==> src/rtl/mips150_lsu.sv <==
// MIPS150 M-stage load/store unit: one-deep request register, in-order pending-load FIFO,
// big-endian lane extract/replicate. Define LSU_WB_REG_EN to register the writeback outputs.
module mips150_lsu #(
  parameter int DATA_W  = 32,
  parameter int ADDR_W  = 32,
  parameter int MAX_OUT = 2
) (
  input  logic                clk,
  input  logic                rst,
  input  logic                req_valid,
  output logic                req_ready,
  input  logic [2:0]          req_op,
  input  logic [ADDR_W-1:0]   req_addr,
  input  logic [31:0]         req_wdata,
  input  logic [4:0]          req_rd,
  output logic                mem_req_valid,
  input  logic                mem_req_ready,
  output logic [ADDR_W-1:0]   mem_addr,
  output logic [DATA_W/8-1:0] mem_we,
  output logic [DATA_W-1:0]   mem_wdata,
  input  logic                mem_rsp_valid,
  input  logic [DATA_W-1:0]   mem_rdata,
  output logic                wb_valid,
  output logic [4:0]          wb_rd,
  output logic [31:0]         wb_data,
  output logic                misalign_err,
  output logic                proto_err
);

  localparam int BYTES = DATA_W / 8;
  localparam int OFF_W = $clog2(BYTES);
  localparam int CNT_W = $clog2(MAX_OUT + 1);
  localparam int PTR_W = (MAX_OUT > 1) ? $clog2(MAX_OUT) : 1;

  // Enable masks aligned to lane 0 (MSB); shifted right by the byte offset.
  localparam logic [BYTES-1:0] ALL_B  = {BYTES{1'b1}};
  localparam logic [BYTES-1:0] B_MASK = ~(ALL_B >> 1);
  localparam logic [BYTES-1:0] H_MASK = ~(ALL_B >> 2);
  localparam logic [BYTES-1:0] W_MASK = ~(ALL_B >> 4);

  typedef enum logic [2:0] {
    OP_LB  = 3'b000,
    OP_LH  = 3'b001,
    OP_LW  = 3'b010,
    OP_LBU = 3'b011,
    OP_LHU = 3'b100,
    OP_SB  = 3'b101,
    OP_SH  = 3'b110,
    OP_SW  = 3'b111
  } lsuOp_t;

  typedef struct packed {
    lsuOp_t           op;
    logic [OFF_W-1:0] off;
    logic [4:0]       rd;
  } pendEntry_t;

  lsuOp_t              reqOp;
  logic [OFF_W-1:0]    reqOff;
  logic                isLoad;
  logic                misaligned;
  logic [BYTES-1:0]    weNext;
  logic [DATA_W-1:0]   wdataNext;
  logic                accept;
  logic                pushLoad;
  logic                popRsp;
  logic [CNT_W-1:0]    pending;
  logic [PTR_W-1:0]    wrPtr;
  logic [PTR_W-1:0]    rdPtr;
  pendEntry_t          fifoMem [MAX_OUT];
  pendEntry_t          head;
  logic [DATA_W-1:0]   shifted;
  logic [31:0]         topWord;
  logic [31:0]         extData;
  logic                wbValidNext;
  logic [4:0]          wbRdNext;
  logic [31:0]         wbDataNext;

  assign reqOp  = lsuOp_t'(req_op);
  assign reqOff = req_addr[OFF_W-1:0];

  always_comb begin
    isLoad     = 1'b1;
    misaligned = 1'b0;
    weNext     = '0;
    wdataNext  = {(DATA_W/32){req_wdata}};
    unique case (reqOp)
      OP_LB, OP_LBU: ;
      OP_LH, OP_LHU: misaligned = req_addr[0];
      OP_LW:         misaligned = |req_addr[1:0];
      OP_SB: begin
        isLoad    = 1'b0;
        weNext    = B_MASK >> reqOff;
        wdataNext = {(DATA_W/8){req_wdata[7:0]}};
      end
      OP_SH: begin
        isLoad     = 1'b0;
        misaligned = req_addr[0];
        weNext     = H_MASK >> reqOff;
        wdataNext  = {(DATA_W/16){req_wdata[15:0]}};
      end
      OP_SW: begin
        isLoad     = 1'b0;
        misaligned = |req_addr[1:0];
        weNext     = W_MASK >> reqOff;
      end
    endcase
  end

  // Ready depends only on registered state, so a full FIFO stays blocked in the response cycle.
  assign req_ready = (!mem_req_valid || mem_req_ready) && (pending < CNT_W'(MAX_OUT));
  assign accept    = req_valid && req_ready;
  assign pushLoad  = accept && isLoad && !misaligned;
  assign popRsp    = mem_rsp_valid && (pending != '0);

  always_ff @(posedge clk or posedge rst) begin
    if (rst) begin
      mem_req_valid <= 1'b0;
      mem_addr      <= '0;
      mem_we        <= '0;
      mem_wdata     <= '0;
    end else if (accept && !misaligned) begin
      mem_req_valid <= 1'b1;
      mem_addr      <= {req_addr[ADDR_W-1:OFF_W], {OFF_W{1'b0}}};
      mem_we        <= weNext;
      mem_wdata     <= wdataNext;
    end else if (mem_req_ready) begin
      mem_req_valid <= 1'b0;
    end
  end

  function automatic logic [PTR_W-1:0] nextPtr(input logic [PTR_W-1:0] p);
    return (p == PTR_W'(MAX_OUT - 1)) ? '0 : p + PTR_W'(1);
  endfunction

  always_ff @(posedge clk or posedge rst) begin
    if (rst) begin
      pending      <= '0;
      wrPtr        <= '0;
      rdPtr        <= '0;
      misalign_err <= 1'b0;
      proto_err    <= 1'b0;
    end else begin
      if (pushLoad) wrPtr <= nextPtr(wrPtr);
      if (popRsp)   rdPtr <= nextPtr(rdPtr);
      if (pushLoad && !popRsp)      pending <= pending + CNT_W'(1);
      else if (!pushLoad && popRsp) pending <= pending - CNT_W'(1);
      misalign_err <= accept && misaligned;
      if (mem_rsp_valid && (pending == '0)) proto_err <= 1'b1;
    end
  end

  // NOTE: FIFO storage is not reset; the pointers and pending count alone decide validity.
  always_ff @(posedge clk) begin
    if (pushLoad) fifoMem[wrPtr] <= '{op: reqOp, off: reqOff, rd: req_rd};
  end

  assign head    = fifoMem[rdPtr];
  assign shifted = mem_rdata << {head.off, 3'b000};
  assign topWord = shifted[DATA_W-1 -: 32];

  always_comb begin
    extData = '0;
    case (head.op)
      OP_LB:   extData = {{24{topWord[31]}}, topWord[31:24]};
      OP_LBU:  extData = {24'h0, topWord[31:24]};
      OP_LH:   extData = {{16{topWord[31]}}, topWord[31:16]};
      OP_LHU:  extData = {16'h0, topWord[31:16]};
      OP_LW:   extData = topWord;
      default: extData = '0;
    endcase
  end

  // rd/data are forced to zero when no writeback is happening.
  assign wbValidNext = popRsp;
  assign wbRdNext    = popRsp ? head.rd : 5'd0;
  assign wbDataNext  = popRsp ? extData : 32'd0;

`ifdef LSU_WB_REG_EN
  always_ff @(posedge clk or posedge rst) begin
    if (rst) begin
      wb_valid <= 1'b0;
      wb_rd    <= '0;
      wb_data  <= '0;
    end else begin
      wb_valid <= wbValidNext;
      wb_rd    <= wbRdNext;
      wb_data  <= wbDataNext;
    end
  end
`else
  assign wb_valid = wbValidNext;
  assign wb_rd    = wbRdNext;
  assign wb_data  = wbDataNext;
`endif

endmodule

==> config.mk <==
export PLATFORM = sky130hd
export DESIGN_NAME = mips150_lsu
export DESIGN_NICKNAME = d
export VERILOG_FILES = /design/src/rtl/mips150_lsu.sv
export SDC_FILE = /design/constraint.sdc
export NUM_CORES = 1
export LEC_CHECK = 0
export ABC_AREA = 0
export CAP_MARGIN = 20
export CORE_MARGIN = 2
export CORE_UTILIZATION = 69
export CTS_CLUSTER_DIAMETER = 60
export DETAILED_ROUTE_END_ITERATION = 10
export DONT_BUFFER_PORTS = 1
export PLACE_DENSITY = 0.85
export SETUP_SLACK_MARGIN = 0.2
export SKIP_LAST_GASP = 1
export SYNTH_ARGS = -nofsm -noshare
export SYNTH_HDL_FRONTEND = slang
export SYNTH_SLANG_ARGS = --single-unit
==> constraint.sdc <==
create_clock -name clk -period 7.7 [get_ports clk]
set_input_delay 1.925 -clock clk [delete_from_list [all_inputs] [get_ports clk]]
set_output_delay 1.925 -clock clk [all_outputs]
set_load 0.005 [all_outputs]
==> flow_summary.yaml <==
outcome:
  status: "finished, final reports clean"
timing:
  hold_viol_final: 0
  clock_skew_ns: 0.0108
  relSlewSlack_pct: 34.4
  worstMarginPinSlew_ns: 0.964
  holdWs_ns: 0.507
  fin_tns_setup_ns: 0
  maxSlewViolCount: 0
  setup_violations: 0
  period_needed_ns: 5.41
  fmax_mhz: 185
  min_period_over_period_pct: 70.3
  rsz0062_at_grt: "no"
place:
  post_dp_cell_area_sq_um: 5350
  gp_congestion: 0.902
  hpwl_mm: 9.09
  port_buffers: 0
  dp.cells: 542
clock_network:
  cts-root-buf: "clkbuf_8"
  post_cts_buffers: 0
  ctsHtreeMaxLevel: 3
  cts_resized: 0
  hold_buffers: 0
  cts_buffers: 9
  clockBufferDepth: 2
  cts_sinks: 93
  path_clk_slew_ns: 0.10
  clk_latency_ns: 0.34
  cts_tree: "yes"
floorplan:
  fp.dieH_microns: 92.4
  chipWidth_microns: 92.4
  io_pins: 219
  core_sq_um: 7650
  start_util_pct: 70.5
  row_count: 32
  die-area_sq_um: 8540
route:
  drc: 0
  vias_per_cell: 6.63
  drtIter0Drc: 163
  wirelength_mm: 12.7
  drtPass1Iterations: 4
  num_vias: 3714
  avgRoutedWirePerCell_microns: 22.6
  ant_nets: 0
final_layout:
  antennaDiodeCount: 0
  design_area_sq_um: 5620
  syn2layout_area_growth_pct: 4.25
  final_cell_mix: "73 x dfrtp_1, 53 x mux2_2, 39 x nor2_1"
  final_common_cell: "dfrtp_1"
  drive_above_1_share_pct: 27.5
  final_util_pct: 73.5
  layout.nets: 563
  nFillCells: 510
  final_cells: 560
global_route:
  track_usage_pct: 28.8
  grt_max_degree: 72
  grt_pass1_vias: 3805
  grt_pass1_wl_mm: 19.4
  grt-ovfl-total: 0
  grt_antenna_before_repair: 0
synthesis:
  ys_seq_area_share_pct: 45.0
  synth_top_area_cell: "dfrtp_1"
  yosysWarnings: 0
  syn_area_per_cell_sq_um: 11.5
  ys_types: 55
  synth_area_leaders: "dfrtp_1 34%, edfxtp_1 11%, mux2_2 11%"
  syn_inst: 468
  ys_seq_elements: 93
  synthesis.area_sq_um: 5390
  synth_top_area_share_pct: 33.9
pwr:
  max-vdd-ir-drop_uv: 221
  powerDensity_nw_per_um2: 346
  p_int_w: 0.00126
  clkPwrFrac_pct: 18.6
  p_leak_nw: 2.34
  power.switching_w: 0.000690
  power_frac_seq_pct: 46.0
  power_frac_comb_pct: 35.4
  netSwitchingFraction_pct: 35.5
run:
  maxCapViolations: 0
setup_path:
  cp-start-kind: "flop"
  arrival_ns: 3.48
  critPathCaptureType: "primary output"
  worstPathMaxFanout: 25
  crit_type: "flop to primary output"
  required_ns: 5.78
worst_hold_path:
  min_path_type: "flop to flop"
[cells in the mapped netlist (all sizes together)]
library cell,number
mux2,81
dfrtp,73
nor2,39
a21oi,36
mux2i,30
nand2,26
buf,22
edfxtp,20
nand2b,16
inv,12
o21ai,10
o22ai,10
clkbuf,9
a221o,8
a31oi,8
nor2b,6
o211ai,6
xnor2,6
and2,5
o22a,5
o2bb2ai,5
a211oi,4
nor3b,4
a21o,3
or2,3
nand3,2
nor3,2
o32ai,2
xor2,2
a221oi,1
a22oi,1
a32o,1
and2b,1
and3b,1
and4,1
conb,1
ha,1
nand3b,1
nand4,1
nor4b,1
o211a,1
o31ai,1
[cells by family after synthesis]
group                    share of synthesized area (%)
multiplexers                                      24.7
AND/OR/NAND/NOR                                   10.1
AO/OA/AOI/OAI                                     13.9
flip-flops                                        45.0
buffers and inverters                             4.71
XOR/XNOR                                          1.30
adder cells (fa/ha/maj)                          0.232
other                                           0.0696
[registers in the layout (all words and copies together) (netlist names)]
signal	cells
proto_err	1
fifoMem	20
rdPtr	1
mem_addr	30
mem_wdata	32
pending	2
misalign_err	1
wrPtr	1
mem_req_valid	1
mem_we	4
[area by class of cell]
type	instances	area (sq um)	share of cell area (%)
Clock buffer	9	124	2.20
Tap cell	102	128	2.27
Multi-Input combinational cell	333	2740	48.7
Inverter	12	45.0	0.801
Clock inverter	7	104	1.85
Timing Repair Buffer	4	57.6	1.02
Sequential cell	93	2430	43.2
[power groups by stage]
| stage | Clock (W) | Combinational (W) | Sequential, W |
|---|---|---|---|
| CTS | 0.000367 | 0.000682 | 0.000896 |
| finish | 0.000362 | 0.000690 | 0.000894 |
| floorplan | 0 | 0.000621 | 0.000824 |
| global placement | 0 | 0.000648 | 0.000890 |
| global route | 0.000390 | 0.000744 | 0.000916 |
| detailed placement | 0 | 0.000680 | 0.000902 |
[per-layer routing]
layer	part of all wire, %	GRT usage (%)	up-vias	routed length [microns]
met5	0	0	-	0
met4	0.89	7.84	0	113
met3	8.7	8.22	12	1100
met2	55	50.9	201	6910
met1	36	34.6	1840	4530
li1	-	-	1661	-
[through the flow]
stage / power, W / setup slack, ns
4_1_cts: 0.00194 / 2.31
3_5_place_dp: 0.00158 / 2.35
5_1_grt: 0.00205 / 2.06
6_report: 0.00195 / 2.29
3_3_place_gp: 0.00154 / 2.41
2_1_floorplan: 0.00145 / 2.76
[worst max-delay path, cell delays in order, from the launching register on]
cell and delay [ns]:
dfrtp_1 0.71, buf_4 0.36, mux2i_4 0.85, mux2i_1 0.29, a22oi_4 0.30, nand2_2 0.29, a21oi_1 0.33
[path summary, 6_finish.rpt]
kind | depth (start not counted) | slack [ns] | end | from
worst max-delay path | 6 | 2.29 | wb_data[16] | rdPtr$_DFFE_PP0P_
worst min-delay path | 1 | 0.51 | wrPtr$_DFFE_PP0P_ | wrPtr$_DFFE_PP0P_
worst max register to register | 3 | 5.42 | fifoMem[1][6]$_DFFE_PP_ | pending[1]$_DFFE_PP0P_
worst min register to register | 1 | 0.51 | wrPtr$_DFFE_PP0P_ | wrPtr$_DFFE_PP0P_
max in group asynchronous | 2 | 5.36 | mem_addr[14]$_DFFE_PP0P_ | rst
min in group asynchronous | 1 | 1.29 | rdPtr$_DFFE_PP0P_ | rst
(Power assumes the default switching activity.)
